`src/rtl/dot_product_ctrl_if.sv`:
```
// Bus bundle between dot_product_ctrl and its requester/multiplier side.
//
// Signals:
//   go         requester -> ctrl   start a 4-pair dot product (honoured in IDLE)
//   a_vec      requester -> ctrl   four unsigned 4-bit operands, a0 in [3:0]
//   b_vec      requester -> ctrl   four unsigned 4-bit operands, b0 in [3:0]
//   mul_a      ctrl -> multiplier  operand A of the current pair
//   mul_b      ctrl -> multiplier  operand B of the current pair
//   mul_start  ctrl -> multiplier  one-cycle start pulse
//   mul_result multiplier -> ctrl  unsigned 9-bit product
//   mul_ready  multiplier -> ctrl  idle / result-valid level
//   sum        ctrl -> requester   accumulated dot product
//   done       ctrl -> requester   one-cycle pulse when sum is final
//   busy       ctrl -> requester   high in every state except IDLE
//   err        ctrl -> requester   sticky multiplier-timeout flag
//
// master: the requester/multiplier side; slave: the controller.
interface dot_product_ctrl_if;
  logic        go;
  logic [15:0] a_vec;
  logic [15:0] b_vec;
  logic [3:0]  mul_a;
  logic [3:0]  mul_b;
  logic        mul_start;
  logic [8:0]  mul_result;
  logic        mul_ready;
  logic [10:0] sum;
  logic        done;
  logic        busy;
  logic        err;

  modport master (
    output go, a_vec, b_vec, mul_result, mul_ready,
    input  mul_a, mul_b, mul_start, sum, done, busy, err
  );

  modport slave (
    input  go, a_vec, b_vec, mul_result, mul_ready,
    output mul_a, mul_b, mul_start, sum, done, busy, err
  );
endinterface

```
`src/rtl/dot_product_ctrl.sv`:
```
// dot_product_ctrl: sequences four operand pairs through an external
// multiplier and accumulates the products into an 11-bit dot product.
//
// Ports:
//   clk    sole clock, rising edge
//   reset  synchronous active-high reset
//   bus    dot_product_ctrl_if.slave (go, a_vec, b_vec, mul_*, sum, done,
//          busy, err)
//
// Parameter TIMEOUT_CYC: maximum WAIT cycles per pair before the run is
// aborted with err set.
module dot_product_ctrl #(
  parameter int TIMEOUT_CYC = 63
) (
  input  logic              clk,
  input  logic              reset,
  dot_product_ctrl_if.slave bus
);

  localparam int DATA_W = 4;
  localparam int PROD_W = 9;
  localparam int SUM_W  = 11;
  // Counter holds 0..TIMEOUT_CYC-1; the abort fires on the last value.
  localparam int TCNT_W = (TIMEOUT_CYC < 2) ? 1 : $clog2(TIMEOUT_CYC);
  localparam logic [TCNT_W-1:0] TCNT_LAST = TCNT_W'(TIMEOUT_CYC - 1);

  typedef enum logic [2:0] {
    S_IDLE,
    S_ISSUE,
    S_SETTLE,
    S_WAIT,
    S_ACC,
    S_DONE
  } state_t;

  state_t                state_q, state_d;
  logic [4*DATA_W-1:0]   a_lat_q, b_lat_q;
  logic [1:0]            idx_q;
  logic [TCNT_W-1:0]     tcnt_q;
  logic [PROD_W-1:0]     prod_q;
  logic [SUM_W-1:0]      sum_q;
  logic                  err_q;

  logic accept, capture, acc_en, abort, tcnt_clr, tcnt_inc;

  function automatic logic [DATA_W-1:0] pick(input logic [4*DATA_W-1:0] v,
                                             input logic [1:0] i);
    return v[i*DATA_W +: DATA_W];
  endfunction

  // 4 * 15 * 15 = 900 fits in 11 bits, so plain widening add cannot wrap.
  function automatic logic [SUM_W-1:0] acc_add(input logic [SUM_W-1:0] s,
                                               input logic [PROD_W-1:0] p);
    return s + SUM_W'(p);
  endfunction

  always_comb begin
    state_d  = state_q;
    accept   = 1'b0;
    capture  = 1'b0;
    acc_en   = 1'b0;
    abort    = 1'b0;
    tcnt_clr = 1'b0;
    tcnt_inc = 1'b0;
    case (state_q)
      S_IDLE: begin
        if (bus.go) begin
          accept  = 1'b1;
          state_d = S_ISSUE;
        end
      end
      S_ISSUE: state_d = S_SETTLE;
      S_SETTLE: begin
        // mul_ready may still show the previous result here; ignore it.
        tcnt_clr = 1'b1;
        state_d  = S_WAIT;
      end
      S_WAIT: begin
        if (bus.mul_ready) begin
          capture = 1'b1;
          state_d = S_ACC;
        end else if (tcnt_q == TCNT_LAST) begin
          abort   = 1'b1;
          state_d = S_IDLE;
        end else begin
          tcnt_inc = 1'b1;
        end
      end
      S_ACC: begin
        acc_en  = 1'b1;
        state_d = (idx_q == 2'd3) ? S_DONE : S_ISSUE;
      end
      S_DONE:  state_d = S_IDLE;
      default: state_d = S_IDLE;
    endcase
  end

  always_ff @(posedge clk) begin
    if (reset) begin
      state_q <= S_IDLE;
      a_lat_q <= '0;
      b_lat_q <= '0;
      idx_q   <= '0;
      tcnt_q  <= '0;
      prod_q  <= '0;
      sum_q   <= '0;
      err_q   <= 1'b0;
    end else begin
      state_q <= state_d;
      if (accept) begin
        a_lat_q <= bus.a_vec;
        b_lat_q <= bus.b_vec;
        idx_q   <= '0;
        sum_q   <= '0;
        err_q   <= 1'b0;
      end
      if (tcnt_clr) begin
        tcnt_q <= '0;
      end else if (tcnt_inc) begin
        tcnt_q <= tcnt_q + TCNT_W'(1);
      end
      // capture stage: product registered on the WAIT -> ACC boundary
      if (capture) begin
        prod_q <= bus.mul_result;
      end
      // accumulate stage: one product folded in per ACC cycle
      if (acc_en) begin
        sum_q <= acc_add(sum_q, prod_q);
        // Index stays on the last pair so operands remain stable afterwards.
        if (idx_q != 2'd3) begin
          idx_q <= idx_q + 2'd1;
        end
      end
      if (abort) begin
        err_q <= 1'b1;
      end
    end
  end

  assign bus.mul_a     = pick(a_lat_q, idx_q);
  assign bus.mul_b     = pick(b_lat_q, idx_q);
  assign bus.mul_start = (state_q == S_ISSUE);
  assign bus.done      = (state_q == S_DONE);
  assign bus.busy      = (state_q != S_IDLE);
  assign bus.sum       = sum_q;
  assign bus.err       = err_q;

endmodule

```
`src/flat_wrapper.sv`:
```
// flat-port wrapper written by rule: the top's interface ports become plain ports
module dot_product_ctrl_flat 
#(
  parameter int TIMEOUT_CYC = 63
)
  (clk, reset, bus_go, bus_a_vec, bus_b_vec, bus_mul_result, bus_mul_ready, bus_mul_a, bus_mul_b, bus_mul_start, bus_sum, bus_done, bus_busy, bus_err);
  dot_product_ctrl_if bus_i ();
  input  logic clk;
  input  logic reset;
  input wire logic [$bits(bus_i.go)-1:0] bus_go;
  input wire logic [$bits(bus_i.a_vec)-1:0] bus_a_vec;
  input wire logic [$bits(bus_i.b_vec)-1:0] bus_b_vec;
  input wire logic [$bits(bus_i.mul_result)-1:0] bus_mul_result;
  input wire logic [$bits(bus_i.mul_ready)-1:0] bus_mul_ready;
  output wire logic [$bits(bus_i.mul_a)-1:0] bus_mul_a;
  output wire logic [$bits(bus_i.mul_b)-1:0] bus_mul_b;
  output wire logic [$bits(bus_i.mul_start)-1:0] bus_mul_start;
  output wire logic [$bits(bus_i.sum)-1:0] bus_sum;
  output wire logic [$bits(bus_i.done)-1:0] bus_done;
  output wire logic [$bits(bus_i.busy)-1:0] bus_busy;
  output wire logic [$bits(bus_i.err)-1:0] bus_err;
  assign bus_i.go = bus_go;
  assign bus_i.a_vec = bus_a_vec;
  assign bus_i.b_vec = bus_b_vec;
  assign bus_i.mul_result = bus_mul_result;
  assign bus_i.mul_ready = bus_mul_ready;
  assign bus_mul_a = bus_i.mul_a;
  assign bus_mul_b = bus_i.mul_b;
  assign bus_mul_start = bus_i.mul_start;
  assign bus_sum = bus_i.sum;
  assign bus_done = bus_i.done;
  assign bus_busy = bus_i.busy;
  assign bus_err = bus_i.err;
  dot_product_ctrl #(.TIMEOUT_CYC(TIMEOUT_CYC)) u_core (.clk(clk), .reset(reset), .bus(bus_i));
endmodule
```
`config.mk`:
```
export PLATFORM = sky130hd
export DESIGN_NAME = dot_product_ctrl_flat
export DESIGN_NICKNAME = d
export VERILOG_FILES = /design/src/rtl/dot_product_ctrl_if.sv /design/src/rtl/dot_product_ctrl.sv /design/src/flat_wrapper.sv
export SDC_FILE = /design/constraint.sdc
export NUM_CORES = 1
export LEC_CHECK = 0
export ABC_AREA = 1
export BUFFER_PORTS_ARGS = -buffer_cell sky130_fd_sc_hd__clkbuf_2
export CELL_PAD_IN_SITES_DETAIL_PLACEMENT = 1
export CELL_PAD_IN_SITES_GLOBAL_PLACEMENT = 1
export CORE_MARGIN = 1.5
export CORE_UTILIZATION = 38
export CTS_CLUSTER_DIAMETER = 200
export DETAILED_ROUTE_END_ITERATION = 8
export PLACE_DENSITY = 0.78
export SLEW_MARGIN = 20
export SYNTH_ARGS = -nofsm -noshare
export SYNTH_HDL_FRONTEND = slang
export SYNTH_SLANG_ARGS = --single-unit
export TNS_END_PERCENT = 20
```
`constraint.sdc`:
```
create_clock -name clk -period 1.8 [get_ports clk]
set_input_delay 0.18 -clock clk [delete_from_list [all_inputs] [get_ports clk]]
set_output_delay 0.18 -clock clk [all_outputs]
set_load 0.01 [all_outputs]
```
==> flow_metrics.env, run 1 <==
export IMPL_power_switching_w=0.00110
export IMPL_route_final_wire_length_microns=8940
export IMPL_synth_top_cell_by_area="dfxtp_1"
export IMPL_chipWidth_microns=94.1
export IMPL_cp_cell_sequence="inv_1, o21ai_0, o22ai_1, clkbuf_2"
export IMPL_cts_hold_buf=0
export IMPL_crit_required_ns=1.62
export IMPL_post_synth_main_area_contributors="dfxtp_1 (41%), nand2_1 (16%), a21oi_1 (10%)"
export IMPL_critPathMaxFanout=11
export IMPL_gp_congestion=0.833
export IMPL_start_kind="flip-flop"
export IMPL_final_net_count=577
export IMPL_ys_seq_elements=64
export IMPL_max_stage_delay_ns=0.39
export IMPL_cts_made_buffers=9
export IMPL_ctsHtreeMaxLevel=3
export IMPL_hpwl_microns=6330
export IMPL_count_of_vias_placed_by_the_detailed_router=3134
export IMPL_clock_skew_final_ns=0.00989
export IMPL_timing_max_transition_violations_final=0
export IMPL_synth_seq_area_share=0.406
export IMPL_first_global_vias=3189
export IMPL_vdd_ir_max_v=0.000415
export IMPL_finalWorstPathRequiredPeriod_ns=1.65
export IMPL_drt_pass1_iter_count=4
export IMPL_clock_sinks=64
export IMPL_achievable_frequency_ghz=0.605
export IMPL_clk_insertion_delay_late_ns=0.34
export IMPL_ios=68
export IMPL_post_dp_cell_area_sq_um=3570
export IMPL_internal_power_w=0.00246
export IMPL_syn_area_per_cell_sq_um=6.97
export IMPL_starting_density_of_the_core=0.388
export IMPL_root_buffer="clkbuf_8"
export IMPL_place_detailed_instances=611
export IMPL_timing_slew_headroom=0.643
export IMPL_max_slew_worst_pin_slew_ns=0.535
export IMPL_rsz0062_at_grt="no"
export IMPL_die_h_microns=94.1
export IMPL_comb_power_share=0.185
export IMPL_setup_viol=0
export IMPL_run_status="complete, no violations"
export IMPL_routed_wire_length_per_instance_microns=14.2
export IMPL_synth_cells=453
export IMPL_worstSetupEndpointType="primary output"
export IMPL_antenna_cells=0
export IMPL_power_density_cell_area_nw_per_um2=933
export IMPL_placeableCoreArea_sq_um=8130
export IMPL_clk_transition_reported_paths_ns=0.08
export IMPL_global_route_wire_length_before_repair_microns=14900
export IMPL_fp_dieArea_sq_um=8860
export IMPL_dr_first_iter_drc_count=108
export IMPL_synth_warnings=0
export IMPL_yosysUniqueCellTypes=30
export IMPL_syn_nets=511
export IMPL_cts_max_path_buffers=2
export IMPL_power_leakage_nw=1.71
export IMPL_fin_crit_sh=0.918
export IMPL_hold_class="input pin to flip-flop"
export IMPL_grt_antenna_before_repair=0
export IMPL_setup_tns_ns=0
export IMPL_vias_per_cell=4.98
export IMPL_drv_cap=0
export IMPL_clkPwrFrac=0.361
export IMPL_row_count=33
export IMPL_gr_total_overflow=0
export IMPL_final_area_sq_um=3810
export IMPL_globalRouteTotalUtil=0.215
export IMPL_fin_hold_ws_ns=0.0553
export IMPL_netlist_area_before_placement_sq_um=3160
export IMPL_areaGrowthSynthToFinish_pct=20.7
export IMPL_setup_worst_path_class="flip-flop to primary output"
export IMPL_route_detailed_drc=0
export IMPL_cpMaxStageDelayCell="dfxtp_2"
export IMPL_p_seq_frac=0.454
export IMPL_detail_route_antenna_nets=0
export IMPL_power_share_switching=0.309
export IMPL_post_route_cells_drive_above_1_share=0.214
export IMPL_io_buffer_count=67
export IMPL_hold_violations=0
export IMPL_cts_tree="done"
export IMPL_stdcell_count=629
export IMPL_fillCellCount=1090
export IMPL_post_synth_top_area_fraction=0.406
export IMPL_grt_max_degree=46
export IMPL_arrival_time_at_the_worst_endpoint_ns=1.47
==> Yosys cell counts <==
cell type / number
nor2_1: 36
a21boi_0: 1
o21ai_2: 2
nor3b_1: 1
nor2_2: 1
buf_4: 6
o22ai_1: 8
nor3_1: 2
fa_1: 1
a21oi_1: 65
buf_2: 5
xnor2_1: 1
inv_1: 37
or2_0: 1
dfxtp_1: 64
nand3b_1: 2
a31oi_1: 1
nand2_1: 134
nand3_1: 22
ha_1: 12
clkbuf_1: 8
buf_6: 1
xor2_1: 1
nand4_1: 2
or2_2: 3
or2_4: 1
inv_2: 3
o21ai_0: 28
nor2_4: 3
nand2_4: 1
==> path summary, 6_finish.rpt <==
check	from	slack [ns]	endpoint	depth (start not counted)
max	u_core.idx_q[1]	0.15	bus_mul_a[2]	4
max reg2reg	u_core.bus.sum[0]	0.15	u_core.bus.sum[10]	10
min reg2reg	u_core.prod_q[0]	0.46	u_core.prod_q[0]	2
min	bus_b_vec[6]	0.06	u_core.b_lat_q[6]	3
==> metal layers <==
metal	vias to the layer above	share of wire	GRT usage	wire length (microns)
met2	51	0.50	0.379	4500
met4	0	0.014	0.0746	125
met5	-	0	0	0
met1	1468	0.45	0.264	4040
li1	1604	-	-	-
met3	11	0.031	0.0348	277
==> layout by cell type (no fill, tap or decap) <==
cell / n
ha_1: 12
o21ai_2: 2
inv_2: 3
xnor2_1: 1
inv_1: 36
nand3_2: 1
bufinv_16: 1
nand4_1: 2
nor2_1: 36
xor2_1: 1
buf_4: 7
clkinv_4: 1
nor3_1: 2
o22ai_1: 8
or2_4: 1
nand3b_1: 2
inv_6: 2
nand2_4: 1
clkbuf_8: 10
nor3b_1: 1
nand2_2: 2
clkbuf_2: 67
o21ai_0: 28
or2_0: 1
nand2_1: 132
nor2_4: 3
clkinvlp_4: 1
buf_12: 1
nor2_2: 1
a21oi_1: 65
a31oi_1: 1
nand3_1: 21
fa_2: 1
a21boi_0: 1
or2_2: 3
dfxtp_4: 1
clkinv_2: 2
dfxtp_1: 62
dfxtp_2: 1
==> timing repair <==
item / 4_1_cts / 5_1_grt
pin swaps: 0 / 0
buffers inserted: 2 / 0
resized for setup: 2 / 6
setup endpoints to repair: 2 / 11
==> per-stage QoR <==
step	util	total power [W]	setup slack, ns
after floorplan	-	0.00208	0.186
after global placement	0.439	0.00228	0.130
after detailed placement	0.439	0.00231	0.0655
after CTS	0.466	0.00360	0.0126
after global routing	0.468	0.00375	0.00660
final	0.468	0.00356	0.147
==> cells by family after synthesis <==
logic type      Yosys count  share of synthesized area
compound gates          105                      0.173
simple gates            209                      0.278
buf+inv                  60                     0.0829
fa+ha+maj                13                     0.0539
flops                    64                      0.406
xor+xnor                  2                    0.00555
==> state kept, by name (all words and copies together), names as in the netlist <==
name            cells
u_core.a_lat_q     16
u_core.state_q      3
u_core.tcnt_q       6
u_core.bus.err      1
u_core.bus.sum     11
u_core.prod_q       9
u_core.idx_q        2
u_core.b_lat_q     16
==> final cells by class <==
class / instances / area (sq um) / share of cell area
multi-input cells: 329 / 1630 / 0.427
flip-flops and latches: 64 / 1290 / 0.338
repair buffers: 75 / 408 / 0.107
inverters: 40 / 154 / 0.0404
clock buffers: 10 / 138 / 0.0361
well taps: 105 / 131 / 0.0345
clock inverters: 6 / 66.3 / 0.0174
==> power groups by stage <==
stage / Clock (W) / Combinational [W] / Sequential, W
2_1_floorplan: 0 / 0.000461 / 0.00162
3_5_place_dp: 0 / 0.000662 / 0.00164
4_1_cts: 0.00132 / 0.000668 / 0.00161
5_1_grt: 0.00137 / 0.000746 / 0.00163
3_3_place_gp: 0 / 0.000643 / 0.00164
6_report: 0.00128 / 0.000658 / 0.00161
==> worst max-delay path, delay by kind of cell, from the launching register on <==
| kind | cells | cell delay, ns |
|---|---|---|
| flip-flops | 1 | 0.39 |
| AO/OA/AOI/OAI | 2 | 0.32 |
| buffers and inverters | 2 | 0.42 |
No activity file was read; power rests on OpenSTA's default activity.
==> run 2, diff against run 1 <==
--- a/config.mk
+++ b/config.mk
@@ -13,6 +13,7 @@
 export CORE_UTILIZATION = 38
 export CTS_CLUSTER_DIAMETER = 200
 export DETAILED_ROUTE_END_ITERATION = 8
+export MAX_ROUTING_LAYER = met4
 export PLACE_DENSITY = 0.78
 export SLEW_MARGIN = 20
 export SYNTH_ARGS = -nofsm -noshare
==> flow_metrics.env, run 2 (synthesis results as in run 1) <==
export IMPL_globalRouteMet3Util=0.0421
export IMPL_vias_per_cell=4.96
export IMPL_drt_pass1_iter_count=4
export IMPL_final_net_count=577
export IMPL_critPathMaxFanout=11
export IMPL_achievable_frequency_ghz=0.598
export IMPL_worstSetupEndpointType="primary output"
export IMPL_global_route_wire_length_before_repair_microns=14900
export IMPL_ctsHtreeMaxLevel=3
export IMPL_cts_tree="done"
export IMPL_grt_max_degree=46
export IMPL_start_kind="flip-flop"
export IMPL_cts_hold_buf=0
export IMPL_starting_density_of_the_core=0.388
export IMPL_worst_hold_path_depth=3
export IMPL_place_worst_setup_slack_ns=0.0655
export IMPL_cts_max_path_buffers=2
export IMPL_clock_skew_final_ns=0.0106
export IMPL_fin_ws_ns=0.129
export IMPL_gp_congestion=0.846
export IMPL_antenna_cells=0
export IMPL_timing_reg2reg_setup_slack_ns=0.15
export IMPL_hold_class="input pin to flip-flop"
export IMPL_hpwl_microns=6330
export IMPL_grt_antenna_before_repair=0
export IMPL_final_common_cell="nand2_1"
export IMPL_vdd_ir_max_v=0.000416
export IMPL_setup_worst_path_class="flip-flop to primary output"
export IMPL_ios=68
export IMPL_hold_path_startpoint="bus_b_vec[6]"
export IMPL_finalWorstPathRequiredPeriod_ns=1.67
export IMPL_drv_cap=0
export IMPL_count_of_vias_placed_by_the_detailed_router=3120
export IMPL_dr_first_iter_drc_count=115
export IMPL_rsz0062_at_grt="no"
export IMPL_crit_required_ns=1.62
export IMPL_timing_max_transition_violations_final=0
export IMPL_clk_insertion_delay_late_ns=0.34
export IMPL_setup_tns_ns=0
export IMPL_route_final_wire_length_microns=8940
export IMPL_areaGrowthSynthToFinish_pct=20.7
export IMPL_route_detailed_drc=0
export IMPL_setup_viol=0
export IMPL_die_h_microns=94.1
export IMPL_critical_path_startpoint="u_core.idx_q[1]"
export IMPL_reg2reg_to="u_core.bus.sum[10]"
export IMPL_power_density_cell_area_nw_per_um2=934
export IMPL_worst_case_reg_to_reg_path_depth=10
export IMPL_globalRouteTotalUtil=0.221
export IMPL_hold_path_endpoint="u_core.b_lat_q[6]"
export IMPL_fp_dieArea_sq_um=8860
export IMPL_worst_r2r_startpoint="u_core.bus.sum[0]"
export IMPL_hold_violations=0
export IMPL_io_buffer_count=67
export IMPL_routed_wire_length_per_instance_microns=14.2
export IMPL_first_global_vias=3178
export IMPL_met1_demand_to_capacity_share_in_global_routing=0.266
export IMPL_cts_made_buffers=9
export IMPL_run_status="complete, no violations"
export IMPL_footprint_of_the_multi_input_gates_sq_um=1630
export IMPL_busiest_layer="met2"
export IMPL_sequential_standard_cell_area_sq_um=1290
export IMPL_clock_sinks=64
export IMPL_timing_slew_headroom=0.648
export IMPL_power_leakage_nw=1.71
export IMPL_detail_route_antenna_nets=0
export IMPL_fraction_of_met2_tracks_used_by_global_routing=0.379
export IMPL_post_route_cells_drive_above_1_share=0.214
export IMPL_most_common_layout_cells="nand2_1 (132), clkbuf_2 (67), a21oi_1 (65), dfxtp_1 (62)"
export IMPL_fin_crit_sh=0.929
export IMPL_clk_transition_reported_paths_ns=0.08
export IMPL_total_power_w=0.00356
export IMPL_placeableCoreArea_sq_um=8130
export IMPL_arrival_time_at_the_worst_endpoint_ns=1.49
export IMPL_root_buffer="clkbuf_8"
export IMPL_gr_total_overflow=0
export IMPL_chipWidth_microns=94.1
export IMPL_max_slew_worst_pin_slew_ns=0.529
export IMPL_fillCellCount=1090
export IMPL_row_count=33
run 2: cell counts in the layout (fill, tap and decap cells not counted):
Identical to the previous run, type by type.
run 2: how the worst max path moves through the flow:
stage               cells after the start            endpoint
floorplan                              10  u_core.bus.sum[10]
global route                            9   u_core.bus.sum[8]
CTS                                    10  u_core.bus.sum[10]
detailed placement                     10  u_core.bus.sum[10]
finish                                  4        bus_mul_a[1]
global placement                       10  u_core.bus.sum[10]
run 2: metal layers:
layer / wire length, microns / share of wire
met3: 275 / 0.031
met1: 4070 / 0.46
met4: 74 / 0.0083
met5: 0 / 0
met2: 4520 / 0.51
run 2: through the flow:
stage           util  hold slack [ns]  cell area, sq um  std cells
3_5_place_dp   0.439            0.422              3570        611
2_1_floorplan      -            0.323              3160        453
5_1_grt        0.468           0.0507              3810        629
3_3_place_gp   0.439            0.412              3570        611
6_report       0.468           0.0562              3810        629
4_1_cts        0.466           0.0438              3790        629
run 2: final cells by class:
type,instances,area share
tap,105,0.0345
clock inverter,6,0.0174
multi-input combinational,329,0.427
sequential,64,0.338
clock buffer,10,0.0361
inverter,40,0.0404
timing repair buffer,75,0.107
run 2: worst max-delay path, cell delays in order (launching register included):
cell and delay [ns]:
dfxtp_2 0.39, inv_1 0.26, o21ai_0 0.18, o22ai_1 0.16, clkbuf_2 0.16
run 2: power by group:
group          internal [W]  leakage (nW)  switching [W]
Clock              0.000685         0.107       0.000602
Sequential          0.00153         0.522      0.0000806
Combinational      0.000239          1.08       0.000418
Total               0.00246          1.71        0.00110
run 2: timing repair:
item                                    4_1_cts  5_1_grt
gates cloned                                  0        0
setup buffers                                 2        0
resized for setup                             2        6
endpoints found under the setup margin        2       11
